**src/rtl/hazard_sequencer.sv**
```systemverilog
// hazard_sequencer: pipeline hazard controller for the 16-bit 5-stage core.
// It drives the stall and flush enables for the F/D, D/E and E/M pipeline registers.
// It resolves load-use and taken-branch hazards.
// It sequences multi-cycle mult/div operations that occupy the E stage.
// Optional feature macro: HAZARD_FORWARDING_EN.
//   Defined:   M/W results are forwarded into the E-stage operands.
//   Undefined: forwarding is off, and every D-stage read of an in-flight E/M destination stalls.
module hazard_sequencer #(
  parameter int MULT_CYCLES = 4,
  parameter int DIV_CYCLES = 16,
  parameter logic [1:0] REGDATA_MEM = 2'b01,
  parameter int CNT_W = 5
) (
  input  logic       clk,
  input  logic       reset,
  input  logic [3:0] Da1,
  input  logic [3:0] Da2,
  input  logic [3:0] Ea1,
  input  logic [3:0] Ea2,
  input  logic [3:0] Ea3,
  input  logic       Ewe3,
  input  logic [1:0] Eregdata,
  input  logic       Ehilowrite,
  input  logic       Emultdiv,
  input  logic       Ebranch_taken,
  input  logic [3:0] Ma3,
  input  logic       Mwe3,
  input  logic [3:0] Wa3,
  input  logic       Wwe3,
  output logic       stallF,
  output logic       stallD,
  output logic       stallE,
  output logic       flushD,
  output logic       flushE,
  output logic       flushM,
  output logic [1:0] forwardA,
  output logic [1:0] forwardB,
  output logic       md_busy,
  output logic       md_done
);

  typedef enum logic [1:0] {IDLE, BUSY, DONE} md_state_t;

  // Counter preload values: the start cycle and the DONE cycle are not counted.
  localparam logic [CNT_W-1:0] MULT_LOAD = CNT_W'(MULT_CYCLES - 2);
  localparam logic [CNT_W-1:0] DIV_LOAD  = CNT_W'(DIV_CYCLES - 2);
  localparam logic MULT_SHORT = (MULT_CYCLES == 2);
  localparam logic DIV_SHORT  = (DIV_CYCLES == 2);

  md_state_t        state, state_next;
  logic [CNT_W-1:0] cnt, cnt_next;
  logic             start;
  logic             md_stall;
  logic             op_short;
  logic [CNT_W-1:0] op_load;
  logic             load_use;
  logic             data_hazard;

  assign start    = Ehilowrite & (state == IDLE);
  assign md_stall = start | (state == BUSY);
  assign op_short = Emultdiv ? DIV_SHORT : MULT_SHORT;
  assign op_load  = Emultdiv ? DIV_LOAD : MULT_LOAD;

  assign load_use = Ewe3 & (Eregdata == REGDATA_MEM) & ((Ea3 == Da1) | (Ea3 == Da2));

`ifdef HAZARD_FORWARDING_EN
  // With forwarding, only a load result arrives too late for the E stage to consume.
  assign data_hazard = load_use;
`else
  // Without forwarding, any D-stage read of an E or M destination must wait for write-back.
  assign data_hazard = load_use
                     | (Ewe3 & ((Ea3 == Da1) | (Ea3 == Da2)))
                     | (Mwe3 & ((Ma3 == Da1) | (Ma3 == Da2)));

  // W-stage and E-stage source addresses are only used by the forwarding muxes.
  logic unused_fwd_inputs;
  assign unused_fwd_inputs = ^{Wa3, Wwe3, Ea1, Ea2};
`endif

  // Register the mult/div sequencer state and its down-counter.
  always_ff @(posedge clk) begin
    if (reset) begin
      state <= IDLE;
      cnt   <= '0;
    end else begin
      state <= state_next;
      cnt   <= cnt_next;
    end
  end

  // Compute the next state: start -> (BUSY for N-2 cycles) -> DONE -> IDLE.
  always_comb begin
    state_next = state;
    cnt_next   = cnt;
    case (state)
      IDLE: begin
        if (start) begin
          if (op_short) begin
            state_next = DONE;
          end else begin
            state_next = BUSY;
            cnt_next   = op_load;
          end
        end
      end
      BUSY: begin
        if (cnt == CNT_W'(1)) begin
          state_next = DONE;
        end else begin
          cnt_next = cnt - CNT_W'(1);
        end
      end
      DONE:    state_next = IDLE;
      default: state_next = IDLE;
    endcase
  end

  // Decode pipeline controls: an md stall beats a branch flush, which beats a data hazard.
  always_comb begin
    stallF   = 1'b0;
    stallD   = 1'b0;
    stallE   = 1'b0;
    flushD   = 1'b0;
    flushE   = 1'b0;
    flushM   = 1'b0;
    forwardA = 2'b00;
    forwardB = 2'b00;
    md_busy  = 1'b0;
    md_done  = 1'b0;
    if (!reset) begin
      md_busy = start | (state != IDLE);
      md_done = (state == DONE);
      if (md_stall) begin
        stallF = 1'b1;
        stallD = 1'b1;
        stallE = 1'b1;
        flushM = 1'b1;
      end else if (Ebranch_taken) begin
        flushD = 1'b1;
        flushE = 1'b1;
      end else if (data_hazard) begin
        stallF = 1'b1;
        stallD = 1'b1;
        flushE = 1'b1;
      end
`ifdef HAZARD_FORWARDING_EN
      if (Mwe3 && (Ma3 == Ea1))      forwardA = 2'b10;
      else if (Wwe3 && (Wa3 == Ea1)) forwardA = 2'b01;
      if (Mwe3 && (Ma3 == Ea2))      forwardB = 2'b10;
      else if (Wwe3 && (Wa3 == Ea2)) forwardB = 2'b01;
`endif
    end
  end

endmodule

```
**config.mk**
```make
export PLATFORM = sky130hd
export DESIGN_NAME = hazard_sequencer
export DESIGN_NICKNAME = d
export VERILOG_FILES = /design/src/rtl/hazard_sequencer.sv
export SDC_FILE = /design/constraint.sdc
export NUM_CORES = 1
export LEC_CHECK = 0
export CORE_MARGIN = 2
export CORE_UTILIZATION = 35
export DETAILED_ROUTE_END_ITERATION = 16
export PLACE_DENSITY = 0.8
export SETUP_SLACK_MARGIN = 0.4
export SLEW_MARGIN = 20
export SYNTH_ARGS = -nofsm -noshare
export SYNTH_HDL_FRONTEND = slang
export SYNTH_SLANG_ARGS = --single-unit
```
**constraint.sdc**
```tcl
create_clock -name clk -period 7 [get_ports clk]
set_input_delay 2.1 -clock clk [delete_from_list [all_inputs] [get_ports clk]]
set_output_delay 2.1 -clock clk [all_outputs]
set_load 0.01 [all_outputs]
```
* Word-level counts from Yosys, hierarchy flattened
Index checks and enable logic that the tools add are counted.
** Word-level totals
- Memories :: 0
- RAM bits :: 0
- Memory bits (read-only) :: 0
- Register bits after elaboration :: 7
- Bits of input ports :: 38
- Logic and storage cells :: 51
- Latch bits :: 0
- Output and inout port bits :: 12
** Cells by class
- Bitwise operators :: 11
- $mul :: 0
- Div/mod/pow operators :: 0
- Order comparisons :: 0
- Equality and inequality tests :: 11
- Mux-type cells :: 21
- Shift operators :: 0
- Add/sub/neg operators :: 1
- Reduce and logical (&&, ||, !) cells :: 5
** Operators with widths (number)
- $eq A4 B4 Y1 :: 4
- $mux W1 :: 14
- $mux W5 :: 2
- $pmux W5 S2 :: 1
- $or A1 B1 Y1 :: 6
- $and A1 B1 Y1 :: 5
- $eq A5 B1 Y1 const B :: 1
- $sub A5 B1 Y5 const B :: 1
- $eq A2 B1 Y1 const B :: 2
- $mux W2 :: 2
- $mux W4 :: 1
- $ne A2 B2 Y1 const B :: 2
- $pmux W2 S2 :: 1
- $reduce_bool A2 Y1 :: 2
- $reduce_and A3 Y1 :: 1
- $eq A2 B2 Y1 const B :: 1
- $logic_not A2 Y1 :: 1
- $ne A2 B1 Y1 const B :: 1
- $reduce_and A2 Y1 :: 1

* Depth between registers and ports, before layout
- Word-level depth :: 9
- Depth in mapped cells :: 6
- Mapped depth without buffers :: 6

* Worst setup path after synthesis
OpenSTA, ideal clock, no wires.
- Kind :: in2out
- Start point :: input Ea3[1]
- End point :: output stallF
- Stages :: 5
- Path buffers :: 1
- Required time :: 4.900 ns
- Slack :: 1.460 ns
- Arrival time :: 3.440 ns
- Path through :: xor2_1 -> nor4_1 -> o21ai_0 -> o311ai_0 -> buf_4
** On the way
- Word-level cells in the longest chain between the ends :: 9
- Elaborated cells on any way between the ends :: 11
- Those cells by class :: 2 x eq/ne; 4 x mux; 5 x bitwise
** RTL lines
- start: declaration :: line 20 : input logic [3:0] Ea3,
- $eq A4 B4 Y1 :: line 64, 72
- $or A1 B1 Y1 (*) :: line 64, 72
- $and A1 B1 Y1 (on tied branches) :: line 64, 72
- $or A1 B1 Y1 (*) :: line 72 : | (Ewe3 & ((Ea3 == Da1) | (Ea3 == Da2)))
- $or A1 B1 Y1 (*) :: line 73 : | (Mwe3 & ((Ma3 == Da1) | (Ma3 == Da2)));
- $mux W1 (*) (4 in a row)
- end: declaration :: line 30 : output logic stallF,
Every way passes the cells marked *; elsewhere a longest branch is shown, timed or not.

* Worst setup path after layout
- Start point :: input Ea3[0]
- End point :: output stallD
** On the way
- Word-level cells in the longest chain between the ends :: 9
- Elaborated cells on any way between the ends :: 11
- Those cells by class :: 2 x eq/ne; 4 x mux; 5 x bitwise
** RTL lines
- $eq A4 B4 Y1 :: line 64, 72
- $or A1 B1 Y1 (*) :: line 64, 72
- $and A1 B1 Y1 (on tied branches) :: line 64, 72
- $or A1 B1 Y1 (*) :: line 72
- $or A1 B1 Y1 (*) :: line 73
- $mux W1 (*) :: line 141 : end else if (data_hazard) begin
- $mux W1 (*) :: line 138 : end else if (Ebranch_taken) begin
- $mux W1 (*) :: line 133 : if (md_stall) begin
- $mux W1 (*) :: line 130 : if (!reset) begin
- end: declaration :: line 31 : output logic stallD,
Marked as above.

==> impl_metrics.yaml <==
worst_setup_path:
  required_ns: 4.90
  critPathMaxFanout: 2
  worst_ep_arrival_time_ns: 4.22
  critPathCaptureType: "output pin"
  critical_path_class: "primary input to output pin"
  cp-start-kind: "primary input"
die:
  die_h_microns: 47.3
  die-width_microns: 47.3
  io_pins: 50
  die_area_sq_um: 2240
  core_region_area_sq_um: 1750
  rows: 15
  start_util_pct: 37.6
pwr:
  power.total_mw: 0.141
  p_sw_share_pct: 31.4
  powerDensity_nw_per_um2: 145
  p_int_mw: 0.0969
  pwr-share-seq_pct: 34.4
  p_leak_nw: 0.392
  comb_power_share_pct: 39.9
  clkPwrFrac_pct: 25.6
  vdd_drop_max_mv: 0.0653
  switchingPower_mw: 0.0444
global_route:
  grt_pass1_vias: 633
  grt_usage_pct: 15.3
  grt_pass1_wl_microns: 2410
  gr-total-overflow: 0
  antenna_found_initial: 0
  grt_max_degree: 12
route:
  postRouteWirelength_microns: 1560
  viasPerCell: 4.84
  ant_nets: 0
  drcViolationCount: 0
  vias: 673
  wl_per_cell_microns: 11.2
  first_pass_iters: 6
  first_iter_violations: 11
cts:
  cts_tree: "built"
  cts_hold_buf: 0
  htreeDepth: 1
  cts_buffer_depth: 2
  numCtsBuffers: 3
  insertion_delay_ns: 0.25
  post_cts.repair.setup_buffers: 0
  cts.sinks: 7
  clk_pin_slew_ns: 0.05
  clockRootBuffer: "clkbuf_4"
  ctsResizeCount: 0
layout:
  drive_gt1_share_pct: 5.26
  utilization_pct: 56.0
  fillerInstances: 179
  antenna_cells: 0
  fin_nets: 155
  area_growth_pct: 48.8
  stdcell_count: 139
  final_cell_area_sq_um: 977
logic_synthesis:
  ys_async_sr_fraction_pct: 0
  synth.largest_area_cell: "dfxtp_1"
  synth_ff_type: "dfxtp_1"
  synth_common_cells: "xor2_1, nor2_1, o21ai_0, dfxtp_1, buf_4"
  synth.area.top_cells: "dfxtp_1, xor2_1, buf_4"
  synth_area_sq_um: 657
  ys_seq_area_share_pct: 21.3
  synth_cell_type_count: 27
  synth_edf_count: 0
  syn_inst: 84
  yosysMostFrequentCell: "xor2_1"
  synth_warnings: 0
  ys_ff_latch: 7
  synth_area_per_cell_sq_um: 7.82
  synth_top_area_share_pct: 21.3
timing:
  whs_ns: 0.502
  clock_skew_ns: 0.00183
  fin_tns_setup_ns: 0
  layout_setup_ws_ns: 0.677
  hold_viol_final: 0
  maxSlewViolCount: 0
  max_freq_mhz: 158
  setup_viol: 0
  period_share_pct: 90.3
  rsz0062_at_grt: "false"
  fin_crit_ns: 6.32
placed_design:
  dpl.hpwl_microns: 1320
  portBuffers: 30
  dp_slack_ns: 0.662
  placed_cells: 135
  dpl_cell_area_sq_um: 951
  gp_congestion: 0.790
job:
  cap_violations: 0
hold_path:
  hp-class: "register to register"
outcome:
  status: "completed"
## layer usage
metal	global-route usage (%)	vias up	routed length, microns
met5	0	-	0
met4	7.22	0	14
met3	5.38	2	162
met1	16.6	289	590
li1	-	343	-
met2	26.5	39	790
## cell usage in the layout (no fill, tap or decap), drive strengths merged, types with 7 or more instances in the layout
| cell type | n |
|---|---|
| clkdlybuf4s50 | 30 |
| o21ai | 8 |
| dfxtp | 7 |
| nor2 | 8 |
| xor2 | 16 |
## cell type report
cell class	count	area, sq um	share of cell area [%]
timing repair buffer	30	300	30.7
tap	25	31.3	3.20
multi-input combinational	69	464	47.5
sequential	7	140	14.3
clock buffer	4	26.3	2.69
inverter	4	15.0	1.54
## path summary, 6_finish.rpt
path | startpoint | to | slack [ns] | depth (start not counted)
hold reg to reg | cnt[4]$_SDFFE_PP0P_ | cnt[4]$_SDFFE_PP0P_ | 0.50 | 2
hold / removal | cnt[4]$_SDFFE_PP0P_ | cnt[4]$_SDFFE_PP0P_ | 0.50 | 2
setup / recovery | Ea3[0] | stallD | 0.68 | 6
setup reg to reg | cnt[1]$_SDFFE_PP0P_ | cnt[4]$_SDFFE_PP0P_ | 5.45 | 6
## flip-flops by register name, summed over array words and instances, names as in the netlist
register,count
cnt,5
state,2
## logic make-up (layout without fill, tap and decap cells)
kind of cell	Yosys count	in the layout	synth area share (%)
buffers and inverters	11	38	9.71
AND/OR/NAND/NOR	28	28	25.1
XOR/XNOR	17	17	22.7
adder cells (fa/ha/maj)	2	2	3.81
other	1	4	0.571
AO/OA/AOI/OAI	18	18	16.8
flip-flops	7	7	21.3
## critical path, cell delays in order
cell and delay (ns):
clkdlybuf4s50_1 0.46, xor2_1 0.19, nor4_1 0.24, o21ai_0 0.15, o311ai_0 0.44, clkdlybuf4s50_1 0.65
## power groups by stage
stage	clock, mW	sequential (mW)	combinational, mW
CTS	0.0383	0.0485	0.0566
global route	0.0400	0.0492	0.0623
detailed placement	0	0.0492	0.0562
floorplan	0	0.0483	0.0323
finish	0.0362	0.0486	0.0564
global placement	0	0.0490	0.0549
Note: power is estimated with default switching activity, not from simulation.
